$ cat src/rtl/bitmask_mem_req_ctrl.sv
// bitmask_mem_req_ctrl
//   Request-side controller in front of bit_masked_memory. Masked read/write
//   requests are queued in a small FIFO. An FSM issues them to the memory one
//   at a time and returns read data on a valid/ready response channel.
//
// Ports
//   i_clk, i_rst        clock, synchronous active-high reset
//   i_req_*/o_req_ready request channel (wr, addr, data, mask)
//   o_rsp_valid/data    read response, held until i_rsp_ready
//   o_mem_*             registered memory controls (enb/wr/addr/data/masked)
//   i_mem_r_data        memory read data, valid RD_LAT edges after issue
//   o_fifo_count        current FIFO occupancy
//   o_wr_count          completed writes, saturating
module bitmask_mem_req_ctrl #(
    parameter int ADDR_W = 3,
    parameter int DATA_W = 32,
    parameter int DEPTH  = 4,
    parameter int RD_LAT = 1
) (
    input  logic                   i_clk,
    input  logic                   i_rst,
    input  logic                   i_req_valid,
    output logic                   o_req_ready,
    input  logic                   i_req_wr,
    input  logic [ADDR_W-1:0]      i_req_addr,
    input  logic [DATA_W-1:0]      i_req_data,
    input  logic [DATA_W-1:0]      i_req_mask,
    output logic                   o_rsp_valid,
    input  logic                   i_rsp_ready,
    output logic [DATA_W-1:0]      o_rsp_data,
    output logic                   o_mem_enb,
    output logic                   o_mem_wr,
    output logic [ADDR_W-1:0]      o_mem_addr,
    output logic [DATA_W-1:0]      o_mem_data,
    output logic [DATA_W-1:0]      o_mem_masked,
    input  logic [DATA_W-1:0]      i_mem_r_data,
    output logic [$clog2(DEPTH):0] o_fifo_count,
    output logic [15:0]            o_wr_count
);
    localparam int PTR_W = $clog2(DEPTH);
    localparam int CNT_W = PTR_W + 1;
    localparam int LAT_W = $clog2(RD_LAT + 1);

    typedef struct packed {
        logic              wr;
        logic [ADDR_W-1:0] addr;
        logic [DATA_W-1:0] data;
        logic [DATA_W-1:0] mask;
    } req_t;

    typedef enum logic [1:0] {IDLE, ISSUE, WAIT_RD, RESP} state_t;

    req_t             r_fifo [DEPTH];
    logic [PTR_W-1:0] r_wr_ptr;
    logic [PTR_W-1:0] r_rd_ptr;
    logic [CNT_W-1:0] r_count;

    state_t           r_state;
    req_t             r_hold;
    logic [LAT_W-1:0] r_lat;
    logic             r_rsp_valid;
    logic [DATA_W-1:0] r_rsp_data;
    logic             r_mem_enb;
    logic             r_mem_wr;
    logic [ADDR_W-1:0] r_mem_addr;
    logic [DATA_W-1:0] r_mem_data;
    logic [DATA_W-1:0] r_mem_masked;
    logic [15:0]      r_wr_count;

    logic             w_push;
    logic             w_pop;
    req_t             w_req;

    // Ready depends only on occupancy, so a pop in the same cycle never lets
    // a full FIFO take a new request.
    assign o_req_ready = !i_rst && (r_count < CNT_W'(DEPTH));
    assign w_push      = i_req_valid && o_req_ready;
    assign w_pop       = (r_state == IDLE) && (r_count != '0);
    assign w_req       = '{wr: i_req_wr, addr: i_req_addr, data: i_req_data, mask: i_req_mask};

    always_ff @(posedge i_clk) begin
        if (i_rst) begin
            r_wr_ptr <= '0;
            r_rd_ptr <= '0;
            r_count  <= '0;
        end else begin
            if (w_push) begin
                r_fifo[r_wr_ptr] <= w_req;
                r_wr_ptr         <= r_wr_ptr + PTR_W'(1);
            end
            if (w_pop)
                r_rd_ptr <= r_rd_ptr + PTR_W'(1);
            if (w_push && !w_pop)
                r_count <= r_count + CNT_W'(1);
            else if (!w_push && w_pop)
                r_count <= r_count - CNT_W'(1);
        end
    end

    always_ff @(posedge i_clk) begin
        if (i_rst) begin
            r_state      <= IDLE;
            r_hold       <= '0;
            r_lat        <= '0;
            r_rsp_valid  <= 1'b0;
            r_rsp_data   <= '0;
            r_mem_enb    <= 1'b0;
            r_mem_wr     <= 1'b0;
            r_mem_addr   <= '0;
            r_mem_data   <= '0;
            r_mem_masked <= '0;
            r_wr_count   <= '0;
        end else begin
            // Memory controls are a one-cycle pulse; zero them everywhere
            // except on the cycle following ISSUE.
            r_mem_enb    <= 1'b0;
            r_mem_wr     <= 1'b0;
            r_mem_addr   <= '0;
            r_mem_data   <= '0;
            r_mem_masked <= '0;
            case (r_state)
                IDLE: begin
                    if (w_pop) begin
                        r_hold  <= r_fifo[r_rd_ptr];
                        r_state <= ISSUE;
                    end
                end
                ISSUE: begin
                    r_mem_enb    <= 1'b1;
                    r_mem_wr     <= r_hold.wr;
                    r_mem_addr   <= r_hold.addr;
                    r_mem_data   <= r_hold.data;
                    r_mem_masked <= r_hold.mask;
                    if (r_hold.wr) begin
                        if (r_wr_count != 16'hFFFF)
                            r_wr_count <= r_wr_count + 16'd1;
                        r_state <= IDLE;
                    end else begin
                        r_lat   <= LAT_W'(RD_LAT);
                        r_state <= WAIT_RD;
                    end
                end
                WAIT_RD: begin
                    // The memory samples enb one edge after ISSUE, so the
                    // counter hits zero exactly RD_LAT edges after that.
                    if (r_lat == '0) begin
                        r_rsp_data  <= i_mem_r_data;
                        r_rsp_valid <= 1'b1;
                        r_state     <= RESP;
                    end else begin
                        r_lat <= r_lat - LAT_W'(1);
                    end
                end
                RESP: begin
                    if (i_rsp_ready) begin
                        r_rsp_valid <= 1'b0;
                        r_state     <= IDLE;
                    end
                end
                default: r_state <= IDLE;
            endcase
        end
    end

    assign o_rsp_valid  = r_rsp_valid;
    assign o_rsp_data   = r_rsp_data;
    assign o_mem_enb    = r_mem_enb;
    assign o_mem_wr     = r_mem_wr;
    assign o_mem_addr   = r_mem_addr;
    assign o_mem_data   = r_mem_data;
    assign o_mem_masked = r_mem_masked;
    assign o_fifo_count = r_count;
    assign o_wr_count   = r_wr_count;

endmodule

$ cat config.mk
export PLATFORM = sky130hd
export DESIGN_NAME = bitmask_mem_req_ctrl
export DESIGN_NICKNAME = d
export VERILOG_FILES = /design/src/rtl/bitmask_mem_req_ctrl.sv
export SDC_FILE = /design/constraint.sdc
export NUM_CORES = 1
export LEC_CHECK = 0
export CAP_MARGIN = 25
export CORE_UTILIZATION = 41
export DETAILED_ROUTE_END_ITERATION = 8
export SYNTH_ARGS = -nofsm -noshare
export SYNTH_HDL_FRONTEND = slang
export SYNTH_SLANG_ARGS = --single-unit
$ cat constraint.sdc
create_clock -name i_clk -period 4.2 [get_ports i_clk]
set_clock_uncertainty 0.15 [all_clocks]
set_input_delay 0.84 -clock i_clk [delete_from_list [all_inputs] [get_ports i_clk]]
set_output_delay 0.84 -clock i_clk [all_outputs]
set_load 0.1 [all_outputs]
== After elaboration in Yosys (flattened, before gate mapping) ==
Memory sizes are Yosys's and may differ from the RTL's. A register that Yosys moved wholly into a read port is not among the register bits.
Cells that the tools add are included.
Storage, ports and cells
  bits in latches: 0
  output and inout port bits: 122
  word-level logic and storage cells: 68
  input bits: 104
  memories kept: 1
  RAM bits: 272
  register bits after elaboration: 128
  ROM bits: 0
Operators by class
  add/sub/neg operators: 6
  divide/modulo/power cells: 0
  bitwise operators: 2
  reduce and logical (&&, ||, !) cells: 20
  multiply operators: 0
  magnitude comparators: 1
  eq/ne operators: 8
  shift operators: 0
  multiplexer cells: 17
Memories
  r_fifo: words 4, width 68, rd ports 1, clocked after Yosys merged registers in 1, write ports 1, RTL line 53  | req_t r_fifo [DEPTH];
Operator list (count)
  16-bit by 1-bit adder with 16-bit output, second input constant: 1
  16-bit inequality test, second input constant: 1
  3-bit AND reduction: 3
  1-bit 2-to-1 mux: 8
  2-bit 2-to-1 mux: 4
  2-bit inequality test, second input constant: 4
  2-bit one-hot mux with 4 select lines: 1
  3-bit 2-to-1 mux: 2
  2-bit AND reduction: 3
  2-bit nonzero test: 3
  1-bit logical AND: 5
  2-bit by 1-bit adder with 2-bit output, second input constant: 2
  2-bit equality test, second input constant: 2
  1-bit one-hot mux with 2 select lines: 2
  3-bit by 1-bit adder with 3-bit output, second input constant: 1
  1-bit zero test: 3
  3-bit less-than comparator, second input constant: 1
  3-bit nonzero test: 1
  3-bit by 1-bit subtractor with 3-bit output, second input constant: 1
  2-bit by 1-bit equality test with 1-bit output, second input constant: 1
  2-bit zero test: 1
  1-bit NOT: 2
  2-bit OR reduction: 1
  1-bit subtractor, second input constant: 1

== Depth between registers and ports, before layout ==
Gate-level depths: netlist of the first run.
  depth in word-level cells: 7
  mapped depth: 10
  depth with buffers taken out: 9

== Worst setup path after synthesis of the first run ==
Ideal clock, no wire load.
  path type: input to register
  from: input port i_rst
  to: memory r_fifo[0][0] in the netlist's numbering, enable pin
  cell stages on the path: 3
  arrival time: 4.199 ns
  library setup time: 0.434 ns
  path slack: -0.583 ns
  path buffers: 1
  data required time: 3.616 ns
  cell sequence: clkbuf_1 nor2_1 and3_1
Between the ends
  cells in the longest elaborated chain, start to end: 6
Ends and longest elaborated chain
  from (decl): RTL line 21  | input logic i_rst,
  1-bit zero test: RTL line 76  | assign o_req_ready = !i_rst && (r_count < CNT_W'(DEPTH));
  1-bit logical AND: RTL line 76
  via o_req_ready: RTL line 23  | output logic o_req_ready,
  1-bit logical AND: RTL line 77  | assign w_push = i_req_valid && o_req_ready;
  1-bit 2-to-1 mux: RTL line 87  | if (w_push) begin
  1-bit 2-to-1 mux: RTL line 82  | if (i_rst) begin
  1-bit 2-to-1 mux (implied by the code): RTL line 88  | r_fifo[r_wr_ptr] <= w_req;
  to (decl): RTL line 53
The timed path passes the listed nets, and every way through them passes these cells.

== Worst setup path in the final report of the first run ==
  from: register r_wr_count[4] (netlist: o_wr_count[4])
  to: output port o_wr_count[4]
RTL lines
  from (decl): RTL line 68  | logic [15:0] r_wr_count;
  from (signal assigned): RTL line 136  | r_wr_count <= r_wr_count + 16'd1;
  to (decl): RTL line 38  | output logic [15:0] o_wr_count
No word-level cell between the ends.

==> results.tsv, run 1 <==
metric	value	unit
status	complete, no violations	
Layout area overhead	26.8	%
CP Launch Type	register	
Synth area leader	edfxtp_1	
Area contributors post-synth	edfxtp_1 50%, dfxtp_1 24%, mux4_2 9.3%	
clock transition at the registers of the reported paths	60	ps
GRT Total Usage	17.1	%
vias	9420	
Req. time, crit path	3210	ps
post-DR vias/cell	4.99	
ratio of cells with drive above 1 in the final layout	12.6	%
setup ws final	922	ps
Worst Setup End Kind	primary output	
initial antenna violation count	1	
dpl cells	1798	
PD cells	611	nW/µm²
Initial Util	42.0	%
RePlAce Congestion	0.801	
final setup violation count	0	
Setup CP Type	register to primary output	
clock latency on the worst-skew pair	570	ps
buffers added on ports	225	
fill count	3255	
slowest CP cell	clkdlybuf4s50_1	
largest buffer count on any clock path	3	
Synth Cell Area	16400	µm²
initial DRC count	436	
Final Non-Filler Cells	1889	
H-tree Lvls	2	
GRT Residual Overflow	0	
CTS tree	done	
CP top delay family	buffers and inverters	
number of nets with antenna violations after routing	0	
Critical Path AT	2290	ps
Total Nets Final	1441	
hold_buf cts	0	
final wirelength	34.5	mm
vias in the first global route	9517	
Avg Inst Size Synth	14.9	µm²
sequential power share	45.4	%
WL/cell	18.3	µm
clock buffer count from CTS	48	
Fmax	305	MHz
WHS	296	ps
first drt pass iteration count	7	
max_slew headroom	26.5	%
number of post-CTS setup repair buffers	0	
part of the cycle the worst path needs	78.0	%
post_cts resized	0	
synth unique cells	50	
Switching Fraction	31.7	%
Mapped Cells	1104	
Combinational Power Share	23.5	%
setup TNS	0	ps
CTS root buf	clkbuf_16	
Max Cap Viol	0	
EDFF count, synth	272	
Rows	72	
critical path peak fanout	9	
Clock power frac	31.1	%
post-route minimum period	3280	ps
Synth warnings	0	
drc violations	0	
max-slew violation count	0	
core footprint	39100	µm²
Hold WC Path Type	register to register	
first-pass GRT wire length	53.7	mm
maximum VDD drop	354	µV
DIE AREA	40900	µm²
Async SR Flop Fraction	0	%
Net Count, Synth	1215	
Die H	202	µm
Psw	0.00403	W
clock sinks	468	
Die W	202	µm
register area share after synthesis	73.6	%
RSZ-0062 raised after global routing	false	
endpoints failing hold	0	
Tightest Pin Transition	1100	ps
CP cell instances	clkdlybuf4s50_1	
DP Wirelength	20.6	mm
WP buf/inv	1	
Yosys top cell area share	49.7	%
number of synthesized register bits	468	
Top Ports	226	
pre-CTS setup slack	1040	ps
largest net degree at the start of global routing	76	
largest stage delay on the critical path	1230	ps
internal power	0.00870	W
P_leak	6.88	nW
Main synth FF type	edfxtp_1	
[synthesized netlist by cell type (2+ instances only)]
| master | count |
|---|---|
| mux2_2 | 5 |
| and2_1 | 69 |
| or4_1 | 2 |
| buf_2 | 5 |
| nand2_1 | 210 |
| a21oi_1 | 112 |
| ha_1 | 6 |
| nor2b_1 | 5 |
| o31ai_1 | 3 |
| o21bai_1 | 3 |
| nor3_1 | 6 |
| inv_1 | 7 |
| nor2_1 | 18 |
| and3_1 | 5 |
| nand4_1 | 6 |
| buf_1 | 6 |
| mux4_2 | 68 |
| nand3_1 | 5 |
| nor4_1 | 4 |
| xnor2_1 | 3 |
| clkbuf_1 | 51 |
| xor2_1 | 2 |
| a31oi_1 | 3 |
| edfxtp_1 | 272 |
| or3_1 | 2 |
| o21ai_0 | 7 |
| dfxtp_1 | 196 |
[path summary, 6_finish.rpt]
| check | start | endpoint | slack (ps) | cells after the start |
|---|---|---|---|---|
| worst max-delay path | o_wr_count[4]$_SDFFE_PP0P_ | o_wr_count[4] | 920 | 1 |
| worst min-delay path | r_hold[54]$_SDFFE_PP0P_ | r_hold[54]$_SDFFE_PP0P_ | 300 | 2 |
| worst max register to register | r_state[0]$_SDFFE_PP0P_ | o_wr_count[13]$_SDFFE_PP0P_ | 1700 | 4 |
| worst min register to register | r_hold[54]$_SDFFE_PP0P_ | r_hold[54]$_SDFFE_PP0P_ | 300 | 2 |
[layout make-up]
type	instances	area (µm²)	share of cell area, %
clock buffer	67	1340	6.45
timing repair buffer	239	2460	11.8
sequential	468	12100	58.1
tap	518	648	3.11
antenna	1	2.50	0.0120
multi-input combinational	565	4090	19.7
inverter	8	31.3	0.150
clock inverter	23	144	0.691
[routing by layer]
layer / share of wire [%] / vias to the layer above / routed length [µm] / GRT usage [%]
li1: - / 4470 / - / -
met1: 45 / 4657 / 15600 / 22.8
met2: 48 / 239 / 16400 / 28.1
met3: 5.2 / 54 / 1790 / 3.63
met4: 2.0 / 0 / 705 / 4.99
met5: 0 / - / 0 / 0
[state kept, by name, indices dropped and copies added, names as in the netlist, 3 cells and up, named ones only]
signal / cells
o_mem_data: 32
o_mem_addr: 3
r_fifo: 272
o_mem_masked: 32
o_fifo_count: 3
o_rsp_data: 32
r_hold: 68
o_wr_count: 16
[cells in the final DEF, fill, tap and decap left out, types with 6 or more instances in the layout]
master	synthesis	final
buf_4	0	7
mux4_2	68	68
buf_12	0	6
clkbuf_16	0	48
ha_1	6	6
nand2_1	210	210
clkdlybuf4s50_1	0	223
inv_1	7	7
and2_1	69	69
dfxtp_1	196	194
nand4_1	6	6
a21oi_1	112	112
edfxtp_1	272	272
nor2_1	18	16
clkbuf_1	51	12
clkinv_1	1	12
clkbuf_8	0	7
o21ai_0	7	7
[power by group through the flow]
| stage | logic (W) | clock network (W) | registers (W) |
|---|---|---|---|
| 4_1_cts | 0.00305 | 0.00407 | 0.00579 |
| 5_1_grt | 0.00324 | 0.00423 | 0.00586 |
| 3_5_place_dp | 0.00304 | 0 | 0.00589 |
| 2_1_floorplan | 0.00151 | 0 | 0.00650 |
| 6_report | 0.00300 | 0.00396 | 0.00577 |
| 3_3_place_gp | 0.00295 | 0 | 0.00592 |
[cell families after synthesis]
kind of cell	Yosys count	share of synthesized area, %
fa+ha+maj	7	0.579
buf+inv	71	1.67
mux	74	9.73
simple gates	345	9.80
compound gates	134	4.33
flops	468	73.6
xor+xnor	5	0.267
[per-stage QoR]
stage / util, % / power, W / area, µm²
after global placement: 49.3 / 0.00888 / 19300
after floorplan: - / 0.00801 / 16400
final: 53.2 / 0.0127 / 20800
after CTS: 53.2 / 0.0129 / 20800
after detailed placement: 49.4 / 0.00893 / 19300
after global routing: 53.2 / 0.0133 / 20800
No activity file was read; power rests on OpenSTA's default activity.
==> inputs of run 2 (changes only) <==
Clock period 4.2 ns to 3.3 ns, I/O delays scaled along.
==> run 2 against run 1 <==
Hold slack improved by 1.7 ps. Sequential cell count unchanged. Via count decreased by 0.38%. Sequential power increased by 27%. Highest routed layer is now met5.
==> results.tsv, run 2 (synthesis results as in run 1) <==
metric	value	unit	change
status	complete, no violations		
largest net degree at the start of global routing	80		+5.3%
post-DR vias/cell	4.95		-0.70%
P_leak	7.25	nW	+5.3%
buffers added on ports	225		unchanged
number of nets with antenna violations after routing	0		unchanged
PD cells	811	nW/µm²	+33%
final core utilization	53.0	%	-0.21 points
Psw	0.00524	W	+30%
Regs by FF count	r_fifo x272, r_hold x68		
internal power	0.0116	W	+33%
number of post-CTS setup repair buffers	0		unchanged
Switching Fraction	31.2	%	-0.49 points
vias in the first global route	9533		+0.17%
Critical Path AT	2760	ps	+470 ps
initial antenna violation count	7		+6
Req. time, crit path	3650	ps	+440 ps
ratio of cells with drive above 1 in the final layout	22.7	%	+10 points
first drt pass iteration count	5		-2
Worst Setup End Kind	register		
maximum VDD drop	476	µV	+35%
setup ws final	890	ps	-32.7 ps
post-route minimum period	2410	ps	
largest buffer count on any clock path	3		unchanged
clock sinks	468		unchanged
Rows	72		unchanged
final setup violation count	0		unchanged
CP Launch Type	input port		
total power	0.0168	W	+32%
Hold WC Path Type	register to register		
Combinational Power Share	22.8	%	-0.7 points
DIE AREA	40900	µm²	unchanged
initial DRC count	430		-1.4%
H-tree Lvls	2		unchanged
DP Wirelength	20.4	mm	-0.59%
core footprint	39100	µm²	unchanged
max reg flops	272		unchanged
RePlAce Congestion	0.817		+2.0%
hold_buf cts	0		unchanged
Die W	202	µm	unchanged
min-delay src	r_hold[6]$_SDFFE_PP0P_		
Layout area overhead	26.3	%	
Top Ports	226		unchanged
CTS root buf	clkbuf_16		
part of the cycle the worst path needs	73.0	%	
drc violations	0		unchanged
most common cell after layout, fill and taps aside	edfxtp_1		
Tightest Pin Transition	934	ps	-165 ps
clock latency on the worst-skew pair	570	ps	about the same
max_slew headroom	37.7	%	+11 points
Fmax	415	MHz	
Die H	202	µm	unchanged
post_cts resized	0		unchanged
RSZ-0062 raised after global routing	false		
first-pass GRT wire length	55.1	mm	+2.6%
clock transition at the registers of the reported paths	60	ps	about the same
pre-CTS setup slack	345	ps	-691 ps
commonest cells after routing, fill and taps aside	272 x edfxtp_1, 210 x nand2_1, 194 x dfxtp_1		
setup TNS	0	ps	unchanged
Initial Util	42.0	%	unchanged
WHS	298	ps	+1.70 ps
Critical path origin	i_req_valid		
clock buffer count from CTS	49		+2.1%
Most flops, register	r_fifo		
vias	9384		-0.38%
WL/cell	18.8	µm	+2.6%
endpoints failing hold	0		unchanged
CTS tree	done		
critical path peak fanout	5		-4
GRT Total Usage	17.6	%	+0.54 points
sequential power share	43.7	%	-1.7 points
Max Cap Viol	0		unchanged
final wirelength	35.6	mm	+2.9%
Setup CP Type	input port to register		
max-slew violation count	0		unchanged
GRT Residual Overflow	0		unchanged
reg2reg start	o_fifo_count[0]$_SDFFE_PP0P_		
Total Nets Final	1448		+0.49%
Clock power frac	33.5	%	+2.4 points
-- run 2: per-stage QoR --
step | cell area, µm² | cells
final | 20700 | 1895
after global routing | 20700 | 1894
after CTS | 20700 | 1894
after detailed placement | 19100 | 1804
after global placement | 19100 | 1804
after floorplan | 16400 | 1104
-- run 2: path summary, 6_finish.rpt --
kind	to	slack (ps)	cells past startpoint
max	o_fifo_count[2]$_SDFFE_PP0P_	890	8
min	o_mem_masked[6]$_SDFF_PP0_	300	1
max reg2reg	o_fifo_count[2]$_SDFFE_PP0P_	920	9
min reg2reg	o_mem_masked[6]$_SDFF_PP0_	300	1
-- run 2: area by class of cell --
class,instances,area [µm²]
tap,518,648
multi-input combinational,565,4100
inverter,8,31.3
timing repair buffer,245,2190
fill,3322,18400
clock inverter,23,287
sequential,468,12100
antenna,1,2.50
clock buffer,67,1380
-- run 2: worst max-delay path, stage by stage --
cell and delay, ps:
clkdlybuf4s50_1 550, and2_1 270, ha_1 210, inv_1 60, fa_1 380, xor2_1 180
or3_1 300, a21oi_1 140
-- run 2: metal layers --
| metal | track usage [%] | vias up | wire, µm |
|---|---|---|---|
| li1 | - | 4475 | - |
| met1 | 23.5 | 4608 | 16100 |
| met2 | 28.5 | 226 | 16500 |
| met3 | 4.40 | 65 | 2160 |
| met4 | 5.24 | 10 | 750 |
| met5 | 0 | - | 71 |
-- run 2: power by group through the flow --
stage / registers (W) / logic [W] / clock network, W
global placement: 0.00746 / 0.00387 / 0
detailed placement: 0.00747 / 0.00390 / 0
CTS: 0.00736 / 0.00391 / 0.00580
floorplan: 0.00828 / 0.00192 / 0
finish: 0.00734 / 0.00384 / 0.00563
global route: 0.00744 / 0.00415 / 0.00601
==> inputs of run 3 (changes only) <==
Clock period 3.3 ns to 2.3 ns, I/O delays scaled along.
==> run 3 against run 2 <==
Sequential cell count unchanged. Hold slack got worse by 12 ps. Final area up 1.6%. Utilization is 0.87 points higher. Wire length grew 1.4%. Sequential share of layout area down 0.73 points. Clock-buffer cell count shrank 7. Setup slack got worse by 730 ps. Global-route usage up 0.29 points. Register-to-register slack worse by 760 ps. Non-clock buffer count is 14 higher. Via count rose by 1.2%. Largest cell class unchanged.
==> results.tsv, run 3 (synthesis results as in run 1) <==
metric	value	unit	change
status	complete, no violations		
vias	9499		+1.2%
final wirelength	36.0	mm	+1.4%
Total Nets Final	1461		+0.90%
Initial Util	42.0	%	unchanged
WHS Path Cells	3		+2
Req. time, crit path	2640	ps	-1010 ps
post-DR vias/cell	4.98		+0.48%
largest net degree at the start of global routing	94		+18%
core footprint	39100	µm²	unchanged
Critical Path AT	2490	ps	-270 ps
largest buffer count on any clock path	3		unchanged
Tightest Pin Transition	996	ps	+61.6 ps
clock latency on the worst-skew pair	570	ps	about the same
clock sinks	468		unchanged
Critical path origin	o_fifo_count[0]$_SDFFE_PP0P_		
post-route minimum period	2140	ps	
GRT Residual Overflow	0		unchanged
initial DRC count	446		+3.7%
endpoints failing hold	0		unchanged
drc violations	0		unchanged
reg2reg start	o_fifo_count[0]$_SDFFE_PP0P_		
WL/cell	18.9	µm	+0.63%
Top Ports	226		unchanged
flop2flop setup slack	160	ps	-760 ps
dpl cells	1818		+0.78%
RSZ-0062 raised after global routing	false		
Die H	202	µm	unchanged
final core utilization	53.9	%	+0.87 points
DP Wirelength	21.0	mm	+2.9%
met3 WL	2.24	mm	+3.4%
met2 WL	17.3	mm	+4.8%
critical path peak fanout	4		-1
maximum VDD drop	706	µV	+48%
CP Launch Type	register		
top layer in use	met5		
H-tree Lvls	2		unchanged
fill count	3300		-0.66%
Die W	202	µm	unchanged
buffers added on ports	225		unchanged
first-pass GRT wire length	56.0	mm	+1.6%
post-place instance area	19400	µm²	+1.6%
Setup CP Type	register to register		
Final Non-Filler Cells	1909		+0.74%
R2R cell count	10		+1
Layout Cell Area excl Fill	21100	µm²	+1.6%
max-slew violation count	0		unchanged
ratio of cells with drive above 1 in the final layout	24.6	%	+1.8 points
number of nets with antenna violations after routing	0		unchanged
crit path to	o_fifo_count[2]$_SDFFE_PP0P_		
DIE AREA	40900	µm²	unchanged
number of post-CTS setup repair buffers	0		unchanged
CTS tree	done		
first drt pass iteration count	6		+1
met1 WL	15.6	mm	-3.2%
max_slew headroom	33.6	%	-4.1 points
Layout area overhead	28.3	%	
initial antenna violation count	6		-1
Worst Setup End Kind	register		
part of the cycle the worst path needs	93.2	%	
Fmax	466	MHz	
PD cells	1160	nW/µm²	+43%
Max Cap Viol	0		unchanged
Regs by FF count	r_fifo x272, r_hold x68		
P_leak	7.39	nW	+1.9%
commonest cells after routing, fill and taps aside	272 x edfxtp_1, 210 x nand2_1, 180 x dfxtp_1		
clock transition at the registers of the reported paths	60	ps	about the same
final setup violation count	0		unchanged
max reg flops	272		unchanged
GRT Total Usage	17.9	%	+0.29 points
Hold WC Path Type	input port to register		
CTS root buf	clkbuf_16		
most common cell after layout, fill and taps aside	edfxtp_1		
clock buffer count from CTS	48		-2.0%
RePlAce Congestion	0.821		+0.46%
Most flops, register	r_fifo		
reg2reg end	o_fifo_count[2]$_SDFFE_PP0P_		
vias in the first global route	9614		+0.85%
Rows	72		unchanged
## run 3: changes by cell type in the layout (fill, tap and decap cells not counted), sizes merged
cell      delta
clkbuf       -7
buf         +14
diode        +1
bufinv       +3
clkinv       +7
clkinvlp     -4
## run 3: report_power, final
part / switching (W) / internal [W]
combinational: 0.00390 / 0.00199
sequential: 0.000469 / 0.00990
clock: 0.00318 / 0.00506
## run 3: worst min-delay path by stage
| stage | start | to | slack [ps] |
|---|---|---|---|
| 2_1_floorplan | r_hold[64]$_SDFFE_PP0P_ | o_mem_addr[0]$_SDFF_PP0_ | 280 |
| 3_3_place_gp | r_hold[48]$_SDFFE_PP0P_ | o_mem_data[16]$_SDFF_PP0_ | 280 |
| 3_5_place_dp | r_hold[19]$_SDFFE_PP0P_ | o_mem_masked[19]$_SDFF_PP0_ | 290 |
| 4_1_cts | i_mem_r_data[9] | o_rsp_data[9]$_SDFFE_PP0P_ | 250 |
| 5_1_grt | i_mem_r_data[20] | o_rsp_data[20]$_SDFFE_PP0P_ | 270 |
| 6_report | i_mem_r_data[9] | o_rsp_data[9]$_SDFFE_PP0P_ | 290 |
## run 3: final cells by class
class / count / area (µm²) / area share, %
Sequential cell: 468 / 12100 / 57.6
Clock inverter: 29 / 372 / 1.76
Timing Repair Buffer: 259 / 2440 / 11.6
Multi-Input combinational cell: 565 / 4120 / 19.5
Tap cell: 518 / 648 / 3.08
Antenna cell: 2 / 5.00 / 0.0237
Clock buffer: 60 / 1320 / 6.25
Inverter: 8 / 31.3 / 0.148
## run 3: repair_timing
| action | 4_1_cts | 5_1_grt |
|---|---|---|
| hold buffers | 0 | 0 |
| setup endpoints to repair | 0 | 1 |
| resized for setup | 0 | 1 |
## run 3: critical path: stages (launching register included)
cell	delay, ps
dfxtp_4	360
nor3_1	180
buf_4	160
nor3_4	40
clkinv_2	80
ha_4	130
inv_2	30
fa_2	350
xor2_1	170
or3_1	300
a21oi_1	110
## run 3: stage by stage
step | hold slack, ps | total power (W) | setup WS (ps) | setup TNS, ps
2_1_floorplan | 280 | 0.0147 | -489 | -118680
3_3_place_gp | 285 | 0.0165 | -193 | -193
3_5_place_dp | 286 | 0.0165 | -185 | -185
4_1_cts | 252 | 0.0248 | 128 | 0
5_1_grt | 273 | 0.0256 | 33.6 | 0
6_report | 286 | 0.0245 | 156 | 0
## run 3: layer usage
layer	track usage (%)	vias up
met5	0	-
met4	6.04	8
met1	23.1	4658
met3	4.32	66
li1	-	4515
met2	29.7	252
